## config.mk

```make
export PLATFORM = sky130hd
export DESIGN_NAME = iram_loader_flat
export DESIGN_NICKNAME = d
export VERILOG_FILES = /design/src/rtl/iram_loader_if.sv /design/src/rtl/iram_loader.sv /design/src/flat_wrapper.sv
export SDC_FILE = /design/constraint.sdc
export NUM_CORES = 1
export LEC_CHECK = 0
export BUFFER_PORTS_ARGS = -buffer_cell sky130_fd_sc_hd__buf_2
export CORE_ASPECT_RATIO = 0.7
export CORE_MARGIN = 2
export CORE_UTILIZATION = 40
export DETAILED_ROUTE_END_ITERATION = 8
export SLEW_MARGIN = 40
export SYNTH_ARGS = -nofsm -noshare
export SYNTH_HDL_FRONTEND = slang
export SYNTH_SLANG_ARGS = --single-unit
```

## constraint.sdc

```tcl
create_clock -name clk -period 5.4 [get_ports clk]
set_input_delay 0.27 -clock clk [delete_from_list [all_inputs] [get_ports clk]]
set_output_delay 0.27 -clock clk [all_outputs]
set_load 0.05 [all_outputs]
```

## src/rtl/iram_loader_if.sv

```systemverilog
// Nibble stream into the loader and IRAM write port out of it.
// master = program source / IRAM side, slave = loader.
interface iram_loader_if #(
  parameter int ADDR_W = 16,
  parameter int NIB_W  = 4,
  parameter int DATA_W = 8
);
  logic              nib_valid;
  logic [NIB_W-1:0]  nib_data;
  logic              nib_ready;
  logic              mem_write_en;
  logic [ADDR_W-1:0] mem_addr;
  logic [DATA_W-1:0] mem_datain;

  modport master (
    output nib_valid, nib_data,
    input  nib_ready, mem_write_en, mem_addr, mem_datain
  );

  modport slave (
    input  nib_valid, nib_data,
    output nib_ready, mem_write_en, mem_addr, mem_datain
  );
endinterface

```

## src/rtl/iram_loader.sv

```systemverilog
// IRAM program loader: packs high/low nibble pairs into bytes and writes them from base_addr.
// 3 cycles per byte minimum; nibbles are backpressured via nib_ready outside GET_HI/GET_LO.
module iram_loader #(
  parameter int ADDR_W = 16,
  parameter int NIB_W  = 4,
  parameter int DATA_W = 2 * NIB_W
) (
  input  logic              clk,
  input  logic              rst_n,
  input  logic              start,
  input  logic              abort,
  input  logic [ADDR_W-1:0] base_addr,
  input  logic [ADDR_W-1:0] length,
  iram_loader_if.slave      bus,
  output logic              busy,
  output logic              cpu_halt,
  output logic              done,
  output logic [ADDR_W-1:0] byte_count
);

  localparam logic [2:0] IDLE   = 3'd0;
  localparam logic [2:0] GET_HI = 3'd1;
  localparam logic [2:0] GET_LO = 3'd2;
  localparam logic [2:0] WRITE  = 3'd3;
  localparam logic [2:0] DONE   = 3'd4;

  logic [2:0]        state;
  logic [ADDR_W-1:0] addr_q;
  logic [ADDR_W-1:0] len_q;
  logic [ADDR_W-1:0] cnt_q;
  logic [ADDR_W-1:0] cnt_inc;
  logic [DATA_W-1:0] data_q;

  assign cnt_inc = cnt_q + 1'b1;

  always_ff @(posedge clk or negedge rst_n) begin
    if (!rst_n) begin
      state  <= IDLE;
      addr_q <= '0;
      len_q  <= '0;
      cnt_q  <= '0;
      data_q <= '0;
    end else begin
      case (state)
        IDLE: begin
          if (start && !abort) begin
            addr_q <= base_addr;
            len_q  <= length;
            cnt_q  <= '0;
            state  <= (length == '0) ? DONE : GET_HI;
          end
        end
        GET_HI: begin
          if (abort) begin
            state <= IDLE;
          end else if (bus.nib_valid) begin
            data_q[DATA_W-1:NIB_W] <= bus.nib_data;
            state                  <= GET_LO;
          end
        end
        GET_LO: begin
          if (abort) begin
            // Half-built byte must never reach IRAM.
            data_q <= '0;
            state  <= IDLE;
          end else if (bus.nib_valid) begin
            data_q[NIB_W-1:0] <= bus.nib_data;
            state             <= WRITE;
          end
        end
        WRITE: begin
          // The strobe is already visible this cycle, so the byte counts even on abort.
          addr_q <= addr_q + 1'b1;
          cnt_q  <= cnt_inc;
          if (abort)                  state <= IDLE;
          else if (cnt_inc == len_q)  state <= DONE;
          else                        state <= GET_HI;
        end
        DONE:    state <= IDLE;
        default: state <= IDLE;
      endcase
    end
  end

  assign bus.nib_ready    = (state == GET_HI) || (state == GET_LO);
  assign bus.mem_write_en = (state == WRITE);
  assign bus.mem_addr     = addr_q;
  assign bus.mem_datain   = data_q;
  assign busy             = (state != IDLE);
  assign cpu_halt         = busy;
  assign done             = (state == DONE);
  assign byte_count       = cnt_q;

endmodule
```

## src/flat_wrapper.sv

```systemverilog
// flat-port wrapper written by rule: the top's interface ports become plain ports
module iram_loader_flat 
#(
  parameter int ADDR_W = 16,
  parameter int NIB_W  = 4,
  parameter int DATA_W = 2 * NIB_W
)
  (clk, rst_n, start, abort, base_addr, length, busy, cpu_halt, done, byte_count, bus_nib_valid, bus_nib_data, bus_nib_ready, bus_mem_write_en, bus_mem_addr, bus_mem_datain);
  iram_loader_if #(.ADDR_W(ADDR_W), .NIB_W(NIB_W), .DATA_W(DATA_W)) bus_i ();
  input  logic clk;
  input  logic rst_n;
  input  logic start;
  input  logic abort;
  input  logic [ADDR_W-1:0] base_addr;
  input  logic [ADDR_W-1:0] length;
  output logic busy;
  output logic cpu_halt;
  output logic done;
  output logic [ADDR_W-1:0] byte_count;
  input wire logic [$bits(bus_i.nib_valid)-1:0] bus_nib_valid;
  input wire logic [$bits(bus_i.nib_data)-1:0] bus_nib_data;
  output wire logic [$bits(bus_i.nib_ready)-1:0] bus_nib_ready;
  output wire logic [$bits(bus_i.mem_write_en)-1:0] bus_mem_write_en;
  output wire logic [$bits(bus_i.mem_addr)-1:0] bus_mem_addr;
  output wire logic [$bits(bus_i.mem_datain)-1:0] bus_mem_datain;
  assign bus_i.nib_valid = bus_nib_valid;
  assign bus_i.nib_data = bus_nib_data;
  assign bus_nib_ready = bus_i.nib_ready;
  assign bus_mem_write_en = bus_i.mem_write_en;
  assign bus_mem_addr = bus_i.mem_addr;
  assign bus_mem_datain = bus_i.mem_datain;
  iram_loader #(.ADDR_W(ADDR_W), .NIB_W(NIB_W), .DATA_W(DATA_W)) u_core (.clk(clk), .rst_n(rst_n), .start(start), .abort(abort), .base_addr(base_addr), .length(length), .bus(bus_i), .busy(busy), .cpu_halt(cpu_halt), .done(done), .byte_count(byte_count));
endmodule
```

==> summary by stage <==
Run status
The run finished with clean final reports.

Finish
After filler insertion, the fill cell instance count of the layout stands at 837. The number of antenna diodes is 0. Leaving out fill and tap cells, the most frequent cells in the layout are buf_2 (85), nand2_1 (75), dfrtp_1 (59). The share of final-layout standard cells stronger than drive strength 1 is 25.0%. In the final design database the tool counted 506 nets.

The most common cell after layout, fill and taps aside is buf_2. From synthesis to final layout, the design area changed by 21.7%.

Flow run
The number of max-cap violations is 0.

Synthesis
For this run, the number of Yosys warnings is 0. The gate count after technology mapping is 390. After synthesis the netlist holds a flip-flop and latch count of 59. The number of flops mapped to enable cells by yosys is 0.

The post-synthesis cell area is 3410 um^2. The synthesized design spends more area on one cell type than any other, namely dfrtp_1. The synthesized netlist contains 56 unique library cells. The area share of the largest cell type after synthesis is 43.3%. Sorting the synthesized cells by area gives the leading types as dfrtp_1 (43%), nand2_1 (8.3%), o21ai_0 (4.6%). In the synthesized netlist the dominant register cell turns out to be dfrtp_1.

Counting every net in the synthesized netlist gives 433. After synthesis, flip-flops and latches occupy 43.3% of the total area. In the synthesized netlist the async set-or-reset flop fraction comes to 100%. The average instance in the mapped netlist occupies 8.74 um^2.

Critical path
For the worst setup path, the data arrival time is 3.18 ns. The maximum fanout along the worst path is 34. The element type at the critical path start is a flop. The data required time of the critical path is 5.60 ns. The type of the setup path with the least slack is flop to flop. The element type at the critical path end is a flop.

Route
The count of routing violations after the opening detailed-route iteration is 258. The detail route stage leaves a number of antenna-violating nets equal to 0. The total detailed-routing wirelength is 9480 um. The routed length per placed instance is 16.5 um.

The detailed-route DRC error count is 0. The number of vias in the routed layout is 3222. In the routed layout, each cell is associated on average with a via count of 5.62. The pre-antenna-repair detailed-routing pass consisted of 5 iterations.

Global routing
The initial antenna violation count is 0. The first global-routing pass estimated 15200 um of wire. Summed over all layers, the global routing overflow is 0. Entering global routing, the biggest net connects 60 pins. For this run, the total global-route usage over all layers was measured as 20.9%. The via count of the first global-routing pass was 2929.

Timing
Clock skew on the completed layout was measured at 0.00653 ns. The final cycle utilization of the critical path is 55.1%. Timing would allow up to 336 MHz.

The final setup violation count is 0. The final-report hold violation count came to 0. The final-layout setup total negative slack is 0 ns. The slew at the pin closest to its max-slew limit is 0.698 ns.

Setup repair after global routing left no endpoint under its margin. The max-slew violation count came to 0. The headroom to the max-slew limit is 53.4%. The clock period minus final worst setup slack is 2.98 ns.

Die
The number of I/O pins is 86. Once the floorplan was initialized, standard cells occupied 40.7% of the core. The area of the die is 9290 um^2.

The floorplan step set the die height to 81.2 um. The floorplan die width is 114 um. After floorplanning, the core was divided into 28 placement rows. In this run the standard cell core region covers 8370 um^2.

Worst hold path
The path category of the worst min-delay check is input pin to asynchronous set/reset pin.

Clocking
The hold-fix buffer count after cts is 0. The number of sinks handled by clock tree synthesis is 59. The clock reaches the later pin of the worst-skew pair after 0.32 ns. Post-CTS timing repair inserted 0 buffers for setup. The clock-pin transition on the worst setup and hold timing paths is 0.05 ns. The buffer type at the clock tree root is clkbuf_16. The number of CTS-inserted buffers is 9. The maximum clock insertion buffer count is 2. The maximum level of the CTS H-tree is 3. Post-CTS repair changed the size of 0 cells. TritonCTS built the clock tree.

Pwr
The portion of total power attributed to the clock network is 30.5%. Internal power comes to 0.994 mW. The switching power summed over all nets is 0.657 mW. Per report_power, the combinational group accounts for 31.5% of the total.

The power per cell area is 398 nW/um^2. The fraction of power consumed by sequential logic is 38.0%. Summed over all cells, the static leakage comes to 1.95 nW. The worst supply voltage drop on vdd is 0.180 mV. Of the total power, the share spent switching nets is 39.8%. The design draws 1.65 mW.

Placed design
Port buffering added 85 buffers. Routability-driven placement finished with a final weighted congestion of 0.824. The estimated wirelength of the detail-placed design is 6660 um.
cell usage after synthesis (2+ instances only):
cell / number
a211oi_1: 5
a21oi_1: 13
a221o_1: 2
a22o_1: 5
a311oi_1: 4
a31oi_1: 10
a41o_1: 2
and2_1: 4
and3_1: 3
and4_1: 2
buf_1: 2
buf_2: 5
clkbuf_1: 17
dfrtp_1: 59
ha_1: 2
mux2i_1: 2
nand2_1: 75
nand2b_1: 3
nand3_1: 14
nand4_1: 9
nand4_4: 2
nor2_1: 33
nor2b_1: 8
nor3_1: 5
nor4_1: 6
nor4_4: 2
o21ai_0: 31
o21bai_1: 2
o221a_2: 2
o22ai_1: 7
o31ai_1: 7
o41ai_1: 2
or2_2: 3
or3_1: 3
xnor2_1: 13
xor2_1: 6
power by group through the flow:
stage | clock, mW | sequential (mW) | combinational [mW]
after floorplan | 0 | 0.787 | 0.217
after global placement | 0 | 0.630 | 0.514
after detailed placement | 0 | 0.631 | 0.519
after CTS | 0.510 | 0.626 | 0.523
after global routing | 0.534 | 0.641 | 0.561
final | 0.503 | 0.628 | 0.520
per-stage QoR:
step	setup WS [ns]	util (%)	instances	area (um^2)	hold slack (ns)
detailed placement	2.50	46.4	557	3880	0.483
global placement	2.33	46.3	557	3880	0.479
CTS	2.46	49.5	573	4140	0.149
finish	2.42	49.5	573	4150	0.0203
global route	2.17	49.5	573	4150	0.0717
floorplan	3.09	-	390	3410	-0.0256
final cells by class:
class                      count  area, um^2  share of cell area [%]
clock inverter                 5        30.0                   0.724
timing repair buffer          87         444                    10.7
tap                          105         131                    3.17
clock buffer                  11         233                    5.61
inverter                       2        7.51                   0.181
multi-input combinational    304        1830                    44.0
sequential                    59        1480                    35.6
cells by family (layout without fill, tap and decap cells):
logic type               Yosys count  count (layout)  share of synthesized area [%]
buffers and inverters             27             105                           3.27
adder cells (fa/ha/maj)            2               2                          0.734
AND/OR/NAND/NOR                  179             179                           26.6
flip-flops                        59              59                           43.3
XOR/XNOR                          20              20                           5.58
multiplexers                       3               3                          0.917
AO/OA/AOI/OAI                    100             100                           19.6
critical path, cell delays in order (launching register included):
cell	delay [ns]
dfrtp_1	0.47
nand2_1	0.08
or2_2	0.53
clkinv_1	0.65
nor2_2	0.75
a21oi_1	0.09
o221a_2	0.28
per-layer routing:
layer | up-vias | GRT usage, % | share of wire (%)
met5 | - | 0 | 0
met4 | 0 | 4.76 | 0.88
met3 | 8 | 4.48 | 7.0
met2 | 120 | 28.7 | 42
met1 | 1529 | 33.0 | 50
li1 | 1565 | - | -
final timing paths:
kind / start / end / slack, ns / cells after the start
setup / recovery: u_core.state[1] / u_core.bus.mem_addr[11] / 2.42 / 6
hold / removal: rst_n / u_core.len_q[2] / 0.02 / 2
setup reg to reg: u_core.state[1] / u_core.bus.mem_addr[11] / 2.42 / 6
hold reg to reg: u_core.bus.mem_addr[15] / u_core.bus.mem_addr[15] / 0.50 / 1
max in group asynchronous: rst_n / u_core.bus.mem_addr[12] / 4.99 / 2
min in group clk: length[0] / u_core.len_q[0] / 0.16 / 3
flip-flops by register name (all words and copies together), names as in the netlist:
signal / cells
u_core.byte_count: 16
u_core.bus.mem_addr: 16
u_core.bus.mem_datain: 8
u_core.state: 3
u_core.len_q: 16
Note: power is estimated with default switching activity, not from simulation.
